===== src/rtl/pgm_irq_ctrl.sv =====
// PGM 68000 interrupt controller: latches edge-triggered sources, masks and priority-encodes
// them onto IPL, and answers IACK cycles with VPAn so the CPU takes the autovector.
module pgm_irq_ctrl #(
  parameter int                   NUM_SRC    = 3,
  parameter logic [3*NUM_SRC-1:0] SRC_LEVELS = {3'd4, 3'd2, 3'd6}
) (
  input  logic               clk,
  input  logic               reset,
  input  logic [NUM_SRC-1:0] src,
  input  logic               reg_sel,
  input  logic               reg_we,
  input  logic               reg_addr,
  input  logic [15:0]        reg_din,
  output logic [15:0]        reg_dout,
  input  logic               as_n,
  input  logic [2:0]         cpu_fc,
  input  logic [2:0]         iack_lvl,
  output logic [2:0]         ipl_n,
  output logic               vpa_n,
  output logic [NUM_SRC-1:0] irq_pending
);

  typedef enum logic [1:0] {
    ST_IDLE    = 2'd0,
    ST_ACK     = 2'd1,
    ST_WAIT_AS = 2'd2
  } state_t;

  state_t             r_state;
  state_t             w_state_nxt;
  logic [NUM_SRC-1:0] r_s1, r_s2, r_s3;
  logic [NUM_SRC-1:0] r_pend;
  logic [15:0]        r_enable;
  logic [2:0]         r_ipl_n;
  logic               r_vpa_n;
  logic [NUM_SRC-1:0] w_rise, w_act, w_wr_clr, w_iack_clr;
  logic [2:0]         w_lvl;
  logic               w_vpa_n_nxt, w_found, w_wr_en, w_wr_pend;

  assign w_wr_en   = reg_sel & reg_we & ~reg_addr;
  assign w_wr_pend = reg_sel & reg_we & reg_addr;
  assign w_rise    = r_s2 & ~r_s3;
  assign w_act     = r_pend & r_enable[NUM_SRC-1:0];
  assign w_wr_clr  = w_wr_pend ? reg_din[NUM_SRC-1:0] : {NUM_SRC{1'b0}};

  // Synchronisers, pending flags (a new rise beats any clear), ENABLE and registered IPL
  always_ff @(posedge clk or posedge reset) begin
    if (reset) begin
      r_s1     <= {NUM_SRC{1'b0}};
      r_s2     <= {NUM_SRC{1'b0}};
      r_s3     <= {NUM_SRC{1'b0}};
      r_pend   <= {NUM_SRC{1'b0}};
      r_enable <= 16'h0000;
      r_ipl_n  <= 3'b111;
    end else begin
      r_s1    <= src;
      r_s2    <= r_s1;
      r_s3    <= r_s2;
      r_pend  <= (r_pend & ~(w_wr_clr | w_iack_clr)) | w_rise;
      r_ipl_n <= ~w_lvl;
      if (w_wr_en) begin
        r_enable <= reg_din;
      end else begin
        r_enable <= r_enable;
      end
    end
  end

  // Highest level among active sources
  always_comb begin
    w_lvl = 3'd0;
    for (int i = 0; i < NUM_SRC; i++) begin
      w_lvl = (w_act[i] && (SRC_LEVELS[3*i +: 3] > w_lvl)) ? SRC_LEVELS[3*i +: 3] : w_lvl;
    end
  end

  // IACK state register with the registered VPAn
  always_ff @(posedge clk or posedge reset) begin
    if (reset) begin
      r_state <= ST_IDLE;
      r_vpa_n <= 1'b1;
    end else begin
      r_state <= w_state_nxt;
      r_vpa_n <= w_vpa_n_nxt;
    end
  end

  // IACK next state; as_n rising in any state ends the cycle
  always_comb begin
    w_state_nxt = r_state;
    case (r_state)
      ST_IDLE:    w_state_nxt = (!as_n && (cpu_fc == 3'b111)) ? ST_ACK : ST_IDLE;
      ST_ACK:     w_state_nxt = as_n ? ST_IDLE : ST_WAIT_AS;
      ST_WAIT_AS: w_state_nxt = as_n ? ST_IDLE : ST_WAIT_AS;
      default:    w_state_nxt = ST_IDLE;
    endcase
  end

  // IACK outputs: VPAn request and clear of the lowest-index matching source (none if spurious)
  always_comb begin
    w_vpa_n_nxt = 1'b1;
    w_iack_clr  = {NUM_SRC{1'b0}};
    w_found     = 1'b0;
    case (r_state)
      ST_ACK: begin
        w_vpa_n_nxt = as_n;
        for (int i = 0; i < NUM_SRC; i++) begin
          if (!as_n && !w_found && w_act[i] && (SRC_LEVELS[3*i +: 3] == iack_lvl)) begin
            w_iack_clr[i] = 1'b1;
            w_found       = 1'b1;
          end else begin
            w_iack_clr[i] = w_iack_clr[i];
          end
        end
      end
      ST_WAIT_AS: w_vpa_n_nxt = as_n;
      default:    w_vpa_n_nxt = 1'b1;
    endcase
  end

  assign reg_dout    = reg_addr ? {{(16-NUM_SRC){1'b0}}, r_pend} : r_enable;
  assign ipl_n       = r_ipl_n;
  assign vpa_n       = r_vpa_n;
  assign irq_pending = r_pend;

endmodule


===== config.mk =====
export PLATFORM = sky130hd
export DESIGN_NAME = pgm_irq_ctrl
export DESIGN_NICKNAME = d
export VERILOG_FILES = /design/src/rtl/pgm_irq_ctrl.sv
export SDC_FILE = /design/constraint.sdc
export NUM_CORES = 1
export LEC_CHECK = 0
export BUFFER_PORTS_ARGS = -buffer_cell sky130_fd_sc_hd__buf_2
export CORE_MARGIN = 2
export CORE_UTILIZATION = 51
export DETAILED_ROUTE_END_ITERATION = 10
export GPL_TIMING_DRIVEN = 0
export PLACE_DENSITY = 0.92
export SLEW_MARGIN = 30
export SYNTH_ARGS = -nofsm -noshare
export SYNTH_HDL_FRONTEND = slang
export SYNTH_SLANG_ARGS = --single-unit
export TNS_END_PERCENT = 1

===== constraint.sdc =====
create_clock -name clk -period 2.75 [get_ports clk]
set_input_delay 0.4125 -clock clk [delete_from_list [all_inputs] [get_ports clk]]
set_output_delay 0.4125 -clock clk [all_outputs]
set_load 0.05 [all_outputs]

==> results of run 1 <==
[state kept, by name, indices dropped and copies added (netlist names)]
| name | count |
|---|---|
| r_enable | 16 |
| irq_pending | 3 |
| r_s1 | 3 |
| r_s2 | 3 |
| r_s3 | 3 |
| ipl_n | 2 |
| r_state | 2 |
| vpa_n | 1 |
[cell type report]
type / instances / area (um^2) / share of cell area
well taps: 30 / 37.54 / 0.02152
flip-flops and latches: 33 / 829.5 / 0.4756
multi-input cells: 53 / 511.7 / 0.2934
repair buffers: 52 / 260.3 / 0.1492
plain buffers: 4 / 27.53 / 0.01578
inverters: 7 / 26.28 / 0.01506
clock buffers: 6 / 41.29 / 0.02367
clock inverters: 2 / 10.01 / 0.005739
[worst reg2reg max path: stages (launching register included)]
cell      delay, ns
dfrtp_1        0.40
inv_1          0.08
ha_1           0.14
nor3b_1        0.36
nand4b_1       0.15
a32o_1         0.27
[cell usage after synthesis (all sizes together), types with 2 or more instances]
library cell  count  area [um^2]
a32o              3        30.03
buf               3        23.77
dfrtp            30        750.7
dfstp             3        78.83
ha                3        37.54
inv               7        26.28
mux2             19        251.5
nand4             5        31.28
nand4b            2        17.52
nor2b            13        81.33
[power by group]
| part | total (mW) | leakage (nW) | internal (mW) | switching [mW] |
|---|---|---|---|---|
| registers | 0.595 | 0.383 | 0.555 | 0.0400 |
| clock network | 0.253 | 0.0320 | 0.0972 | 0.156 |
| logic | 0.356 | 0.479 | 0.128 | 0.228 |
[kinds of logic after synthesis]
group / after synthesis
buffers and inverters: 11
multiplexers: 19
AO/OA/AOI/OAI: 5
flip-flops: 33
AND/OR/NAND/NOR: 25
other: 1
adder cells (fa/ha/maj): 3
[worst max-delay path by stage]
stage / start / endpoint
6_report: reg_addr / reg_dout[6]
5_1_grt: reg_addr / reg_dout[13]
4_1_cts: reg_addr / reg_dout[6]
3_5_place_dp: reg_addr / reg_dout[6]
3_3_place_gp: reg_addr / reg_dout[11]
2_1_floorplan: reg_addr / reg_dout[11]
[metal layers]
layer	global-route usage	wire length (um)	vias up
met5	0	0	-
met4	0.1088	88	0
met3	0.05530	160	11
met2	0.3092	1400	42
met1	0.2241	1027	466
li1	-	-	448
==> reports/results.ini, run 1 <==
[cells_and_area]
nFillCells = 189
layout_common_cells = buf_2 (53), dfrtp_1 (30), nor2b_1 (13)
area_growth_syn_to_layout_pct = 25.02
finalCoreUtilization = 0.6853
postLayoutCellArea_um2 = 1744
final_net_count = 190
non_filler_instance_count_after_layout = 187
commonest_non_fill_non_tap_cell_in_the_layout = buf_2
share_of_cells_above_drive_strength_1 = 0.5478
antenna_cells = 0

[sta]
slew_headroom = 0.5646
rsz0062_at_grt = false
drv_slew = 0
worst_slack_ns = 0.9160
final-hold-violation-count = 0
setup-tns-final_ns = 0
worst_hold_slack_ns = 0.1608
period_needed_ns = 1.834
timing.fmax_mhz = 545.2
finalSetupViolCount = 0
clock_skew_ns = 0.01353
worstMarginPinSlew_ns = 0.6522
final_min_period_over_clock_period = 0.6669

[synthesis]
post_synth_mux_area_share = 0.1803
postSynthRegisterBits = 33
ys_async_sr_fraction = 1.000
nets_in_the_synthesized_netlist = 131
seq_area_frac_synth = 0.5946
ys_dominant_reg_cell = dfrtp_1
synth_compound_area_frac = 0.03318
area_of_the_mapped_netlist_um2 = 1395
ys_types = 22
number_of_enable_flip_flop_cells_after_synthesis = 0
synthSimpleGateAreaFrac = 0.1238
main_combinational_cell_family_by_area_after_synthesis = multiplexers
synthCells = 97
area_share_of_xor_xnor_cells_in_the_synthesized_design = 0
adder_cell_share_of_the_synthesized_area = 0.02691
post_synth.cell_area_avg_um2 = 14.38
yosys_warnings = 0

[flow_run]
drv.max_cap_violation_count = 0

[detailed_routing]
drt_iter0_markers = 16
route.vias.total = 967
route.detailed.drc = 0
route.antenna.remaining_nets = 0
detailedRoute.firstPassIterationCount = 4
routed_via_density = 5.171
wl_per_cell_um = 14.32
routed_wirelength_um = 2677

[clock_tree]
cts_stage_hold_buffer_count = 0
postCtsResizedCells = 0
cts.htree.levels = 2
cts_tree = done
post_cts_buffers = 0
worst_skew_pair.late_latency_ns = 0.33
cts_inserted_buffers = 5
cts_buffer_depth = 2
clock_tree_root = clkbuf_4
cts.reportedPaths.clkPinSlew_ns = 0.11
clkSinkCount = 33

[critical_path]
critPathTopFamily = buffers and inverters
crit_top_cell = buf_2
critical_path_peak_fanout = 10
cp.required_ns = 2.34
regToRegEndpoint = irq_pending[2]
reg2reg_from = r_state[1]
critical-path-max-stage-delay_ns = 0.37
worst-path-buf-inv = 4
worstPathArrival_ns = 1.42
r2r_slack_ns = 1.22
path_depth = 5
worstSetupPathType = input port to output port
slowest_stage = clkbuf_1
critical_path.cell_chain = buf_2, buf_2, clkbuf_1, nor2b_1, buf_2
cp-end-kind = output port
worst_r2r_path_depth = 5
startpoint_type = input port

[global_routing]
antenna_violations_before_repair = 0
grt-ovfl-total = 0
grt_util_all_layers = 0.1900
grt_start_max_net_pins = 34
grt_pass1_vias = 1010
wire_length_of_the_first_global_routing_pass_um = 4519

[floorplanning]
floorplan.die_area_um2 = 3170
core_region_area_um2 = 2545
initial_standard_cell_utilization_of_the_core = 0.5482
die_boundary_height_um = 56.30
row_count = 18
die_width_um = 56.30
io_pins = 54

[place]
dpl_worst_slack_ns = 0.9227
hpwl_um = 2077
placement.io_buffers = 52
placed_area_um2 = 1693
gp_congestion = 0.7153
dpl.cell_count = 179

[power]
overall_power_of_the_completed_layout_mw = 1.204
power.static_leakage_nw = 0.8940
power_per_cell_area_nw_per_um2 = 690.3
peakVddDrop_mv = 0.4695

[hold_path]
hold_class = input port to async pin

[run_status]
status = completed

Note: power is estimated with default switching activity, not from simulation.
==> inputs of run 2 (changes only) <==
--- a/config.mk
+++ b/config.mk
@@ -5,12 +5,13 @@
 export SDC_FILE = /design/constraint.sdc
 export NUM_CORES = 1
 export LEC_CHECK = 0
+export ABC_AREA = 1
 export BUFFER_PORTS_ARGS = -buffer_cell sky130_fd_sc_hd__buf_2
 export CORE_MARGIN = 2
-export CORE_UTILIZATION = 51
+export CORE_UTILIZATION = 48
 export DETAILED_ROUTE_END_ITERATION = 10
 export GPL_TIMING_DRIVEN = 0
-export PLACE_DENSITY = 0.92
+export PLACE_DENSITY = 0.87
 export SLEW_MARGIN = 30
 export SYNTH_ARGS = -nofsm -noshare
 export SYNTH_HDL_FRONTEND = slang
==> constraint.sdc (replaced) <==
create_clock -name clk -period 1.7 [get_ports clk]
set_input_delay 0.255 -clock clk [delete_from_list [all_inputs] [get_ports clk]]
set_output_delay 0.255 -clock clk [all_outputs]
set_load 0.05 [all_outputs]
==> run 2 against run 1 <==
Effect of this change: sequential power up 54%; via count grew 22%; die area up 13%; final cell count is 35% higher; largest cell class unchanged.
==> reports/results.ini, run 2 <==
[sta]
drv_slew = 0  ; unchanged
setup-tns-final_ns = 0  ; unchanged
period_needed_ns = 1.489
rsz0062_at_grt = false  ; unchanged
clock_skew_ns = 0.004945  ; was 0.01353 ns
worstMarginPinSlew_ns = 0.6651  ; was 0.6522 ns
timing.fmax_mhz = 671.7
final-hold-violation-count = 0  ; unchanged
finalSetupViolCount = 0  ; unchanged
slew_headroom = 0.5559  ; was 0.5646
final_min_period_over_clock_period = 0.8758

[cells_and_area]
area_growth_syn_to_layout_pct = 25.31  ; was 25.02%
postLayoutCellArea_um2 = 1883  ; was 1744 um^2
layout_common_cells = buf_2 (52), nor2_1 (36), inv_1 (31)  ; was buf_2 (53), dfrtp_1 (30), nor2b_1 (13)
final_net_count = 253  ; was 190
commonest_non_fill_non_tap_cell_in_the_layout = buf_2  ; unchanged
largest_register = r_enable  ; unchanged
share_of_cells_above_drive_strength_1 = 0.4091  ; was 0.5478
antenna_cells = 0  ; unchanged
nFillCells = 274  ; was 189
largest_register_ffs = 16  ; unchanged

[synthesis]
synth.top_cells.by_area = dfrtp_1 (50%), nor2_1 (9.0%), inv_1 (8.0%), a21oi_2 (7.6%), dfstp_2 (5.2%)  ; was dfrtp_1 (54%), mux2_4 (11%), mux2_2 (7.3%), nor2b_1 (5.8%), dfstp_2 (5.7%)
synthCells = 160  ; was 97
most_frequent_cells_after_synthesis = nor2_1 (36), inv_1 (32), dfrtp_1 (30)  ; was dfrtp_1 (30), nor2b_1 (13), mux2_4 (10)
synth.largest_area_cell = dfrtp_1  ; unchanged
adder_cell_share_of_the_synthesized_area = 0.02498  ; was 0.02691
postSynthRegisterBits = 33  ; unchanged
ys_dominant_reg_cell = dfrtp_1  ; unchanged
post_synth.cell_area_avg_um2 = 9.392  ; was 14.38 um^2
area_share_of_xor_xnor_cells_in_the_synthesized_design = 0  ; unchanged
nets_in_the_synthesized_netlist = 194  ; was 131
post_synth_top_area_share = 0.4996  ; was 0.5381
main_combinational_cell_family_by_area_after_synthesis = simple AND/OR/NAND/NOR gates  ; was multiplexers
post_synth_mux_area_share = 0.01499  ; was 0.1803
yosys_warnings = 0  ; unchanged
ys_types = 22  ; unchanged
ys_async_sr_fraction = 1.000  ; unchanged
number_of_enable_flip_flop_cells_after_synthesis = 0  ; unchanged
synth_compound_area_frac = 0.1124  ; was 0.03318
synthSimpleGateAreaFrac = 0.1749  ; was 0.1238
seq_area_frac_synth = 0.5520  ; was 0.5946
synthMostInstantiatedCell = nor2_1  ; was dfrtp_1
area_of_the_mapped_netlist_um2 = 1503  ; was 1395 um^2

[floorplanning]
floorplan.die_area_um2 = 3594  ; was 3170 um^2
row_count = 20  ; was 18
io_pins = 54  ; unchanged
die_boundary_height_um = 59.95  ; was 56.30 um
die_width_um = 59.95  ; was 56.30 um
initial_standard_cell_utilization_of_the_core = 0.5004  ; was 0.5482
core_region_area_um2 = 3003  ; was 2545 um^2

[power]
netSwitchingFraction = 0.3517  ; was 0.3519
peakVddDrop_mv = 0.6313  ; was 0.4695 mV
power.switching_uw = 695.1  ; was 423.7 uW
power.static_leakage_nw = 1.047  ; was 0.8940 nW
power_per_cell_area_nw_per_um2 = 1049  ; was 690.3 nW/um^2
power.internal_mw = 1.281  ; was 780.3 uW
power.clock.fraction = 0.248  ; was 0.210
sequentialPowerShare = 0.465  ; was 0.494
overall_power_of_the_completed_layout_mw = 1.976  ; was 1.204 mW
comb_power_share = 0.287  ; was 0.296

[global_routing]
grt_util_all_layers = 0.1749  ; was 0.1900
grt_start_max_net_pins = 34  ; unchanged
antenna_violations_before_repair = 0  ; unchanged
wire_length_of_the_first_global_routing_pass_um = 4609  ; was 4519 um
grt-ovfl-total = 0  ; unchanged
grt_pass1_vias = 1112  ; was 1010

[place]
placement.io_buffers = 51  ; was 52
hpwl_um = 2142  ; was 2077 um
placed_area_um2 = 1803  ; was 1693 um^2
gp_congestion = 0.8418  ; was 0.7153

[clock_tree]
clock_tree_root = clkbuf_4  ; unchanged
post_cts_buffers = 0  ; unchanged
cts_inserted_buffers = 5  ; unchanged
clkSinkCount = 33  ; unchanged
cts_buffer_depth = 2  ; unchanged
cts_stage_hold_buffer_count = 0  ; unchanged
cts_tree = done  ; unchanged
cts.reportedPaths.clkPinSlew_ns = 0.09  ; was 0.11 ns
postCtsResizedCells = 0  ; unchanged
cts.htree.levels = 2  ; unchanged
worst_skew_pair.late_latency_ns = 0.32  ; was 0.33 ns

[detailed_routing]
wl_per_cell_um = 11.04  ; was 14.32 um
detailedRoute.firstPassIterationCount = 4  ; unchanged
route.detailed.drc = 0  ; unchanged
route.antenna.remaining_nets = 0  ; unchanged
route.vias.total = 1179  ; was 967
routed_via_density = 4.660  ; was 5.171
drt_iter0_markers = 19  ; was 16
routed_wirelength_um = 2792  ; was 2677 um

[critical_path]
worst_setup_path_endpoint = reg_dout[0]  ; was reg_dout[6]
regToRegEndpoint = irq_pending[2]  ; unchanged
worstSetupPathType = flop to output port  ; was input port to output port
worst_r2r_path_depth = 7  ; was 5
cp-end-kind = output port  ; unchanged
r2r_slack_ns = 0.61  ; was 1.22 ns
reg2reg_from = r_state[1]  ; unchanged
setup.worst_path.start = irq_pending[0]  ; was reg_addr
worstPathArrival_ns = 1.23  ; was 1.42 ns
critical_path_peak_fanout = 5  ; was 10
startpoint_type = flop  ; was input port
cp.required_ns = 1.44  ; was 2.34 ns

[flow_run]
drv.max_cap_violation_count = 0  ; unchanged

[hold_path]
hold_class = input port to async pin  ; unchanged

[run_status]
status = completed  ; unchanged

-- run 2: layer usage --
layer / track usage / wire length (um) / share of wire
met1: 0.2138 / 1272 / 0.46
met5: 0 / 0 / 0
met2: 0.2935 / 1367 / 0.49
met4: 0.06667 / 29 / 0.010
met3: 0.04762 / 122 / 0.044
-- run 2: worst min path at each step --
stage	end	slack, ns
global placement	r_s2[0]	0.33
detailed placement	r_s2[0]	0.34
finish	r_s1[2]	0.02
floorplan	r_s1[0]	0.29
global route	r_s1[2]	0.007
CTS	r_s1[0]	0.02
-- run 2: cell type report --
class                   instances  area [um^2]  area share
flip-flops and latches         33        829.5      0.4405
multi-input cells              89        499.2      0.2651
repair buffers                 52        265.3      0.1409
inverters                      32        120.1     0.06379
clock buffers                   7        65.06     0.03455
plain buffers                   6        57.56     0.03056
well taps                      33        41.29     0.02193
clock inverters                 1        5.005    0.002658
-- run 2: cells by family after synthesis --
logic type / count (synthesis)
AND/OR/NAND/NOR: 62
buffers and inverters: 38
flip-flops: 33
AO/OA/AOI/OAI: 21
adder cells (fa/ha/maj): 3
multiplexers: 2
other: 1
-- run 2: critical path, stage by stage, from the launching register on --
cell,delay [ns]
dfrtp_1,0.43
mux2_2,0.28
buf_2,0.21
-- run 2: metrics by stage --
stage	std cells	util	hold slack [ns]	setup slack (ns)
2_1_floorplan	160	-	0.2864	0.1925
3_3_place_gp	244	0.6004	0.3323	0.3226
3_5_place_dp	244	0.6004	0.3358	0.5021
4_1_cts	252	0.6238	0.02059	0.1976
5_1_grt	253	0.6271	0.006993	0.1602
6_report	253	0.6271	0.01778	0.2111
-- run 2: power by group through the flow --
stage               registers [mW]  clock network [mW]  logic, mW
floorplan                    0.997                   0      0.372
global placement             0.930                   0      0.558
detailed placement           0.936                   0      0.569
CTS                          0.920               0.503      0.571
global route                 0.933               0.548      0.618
finish                       0.919               0.490      0.567
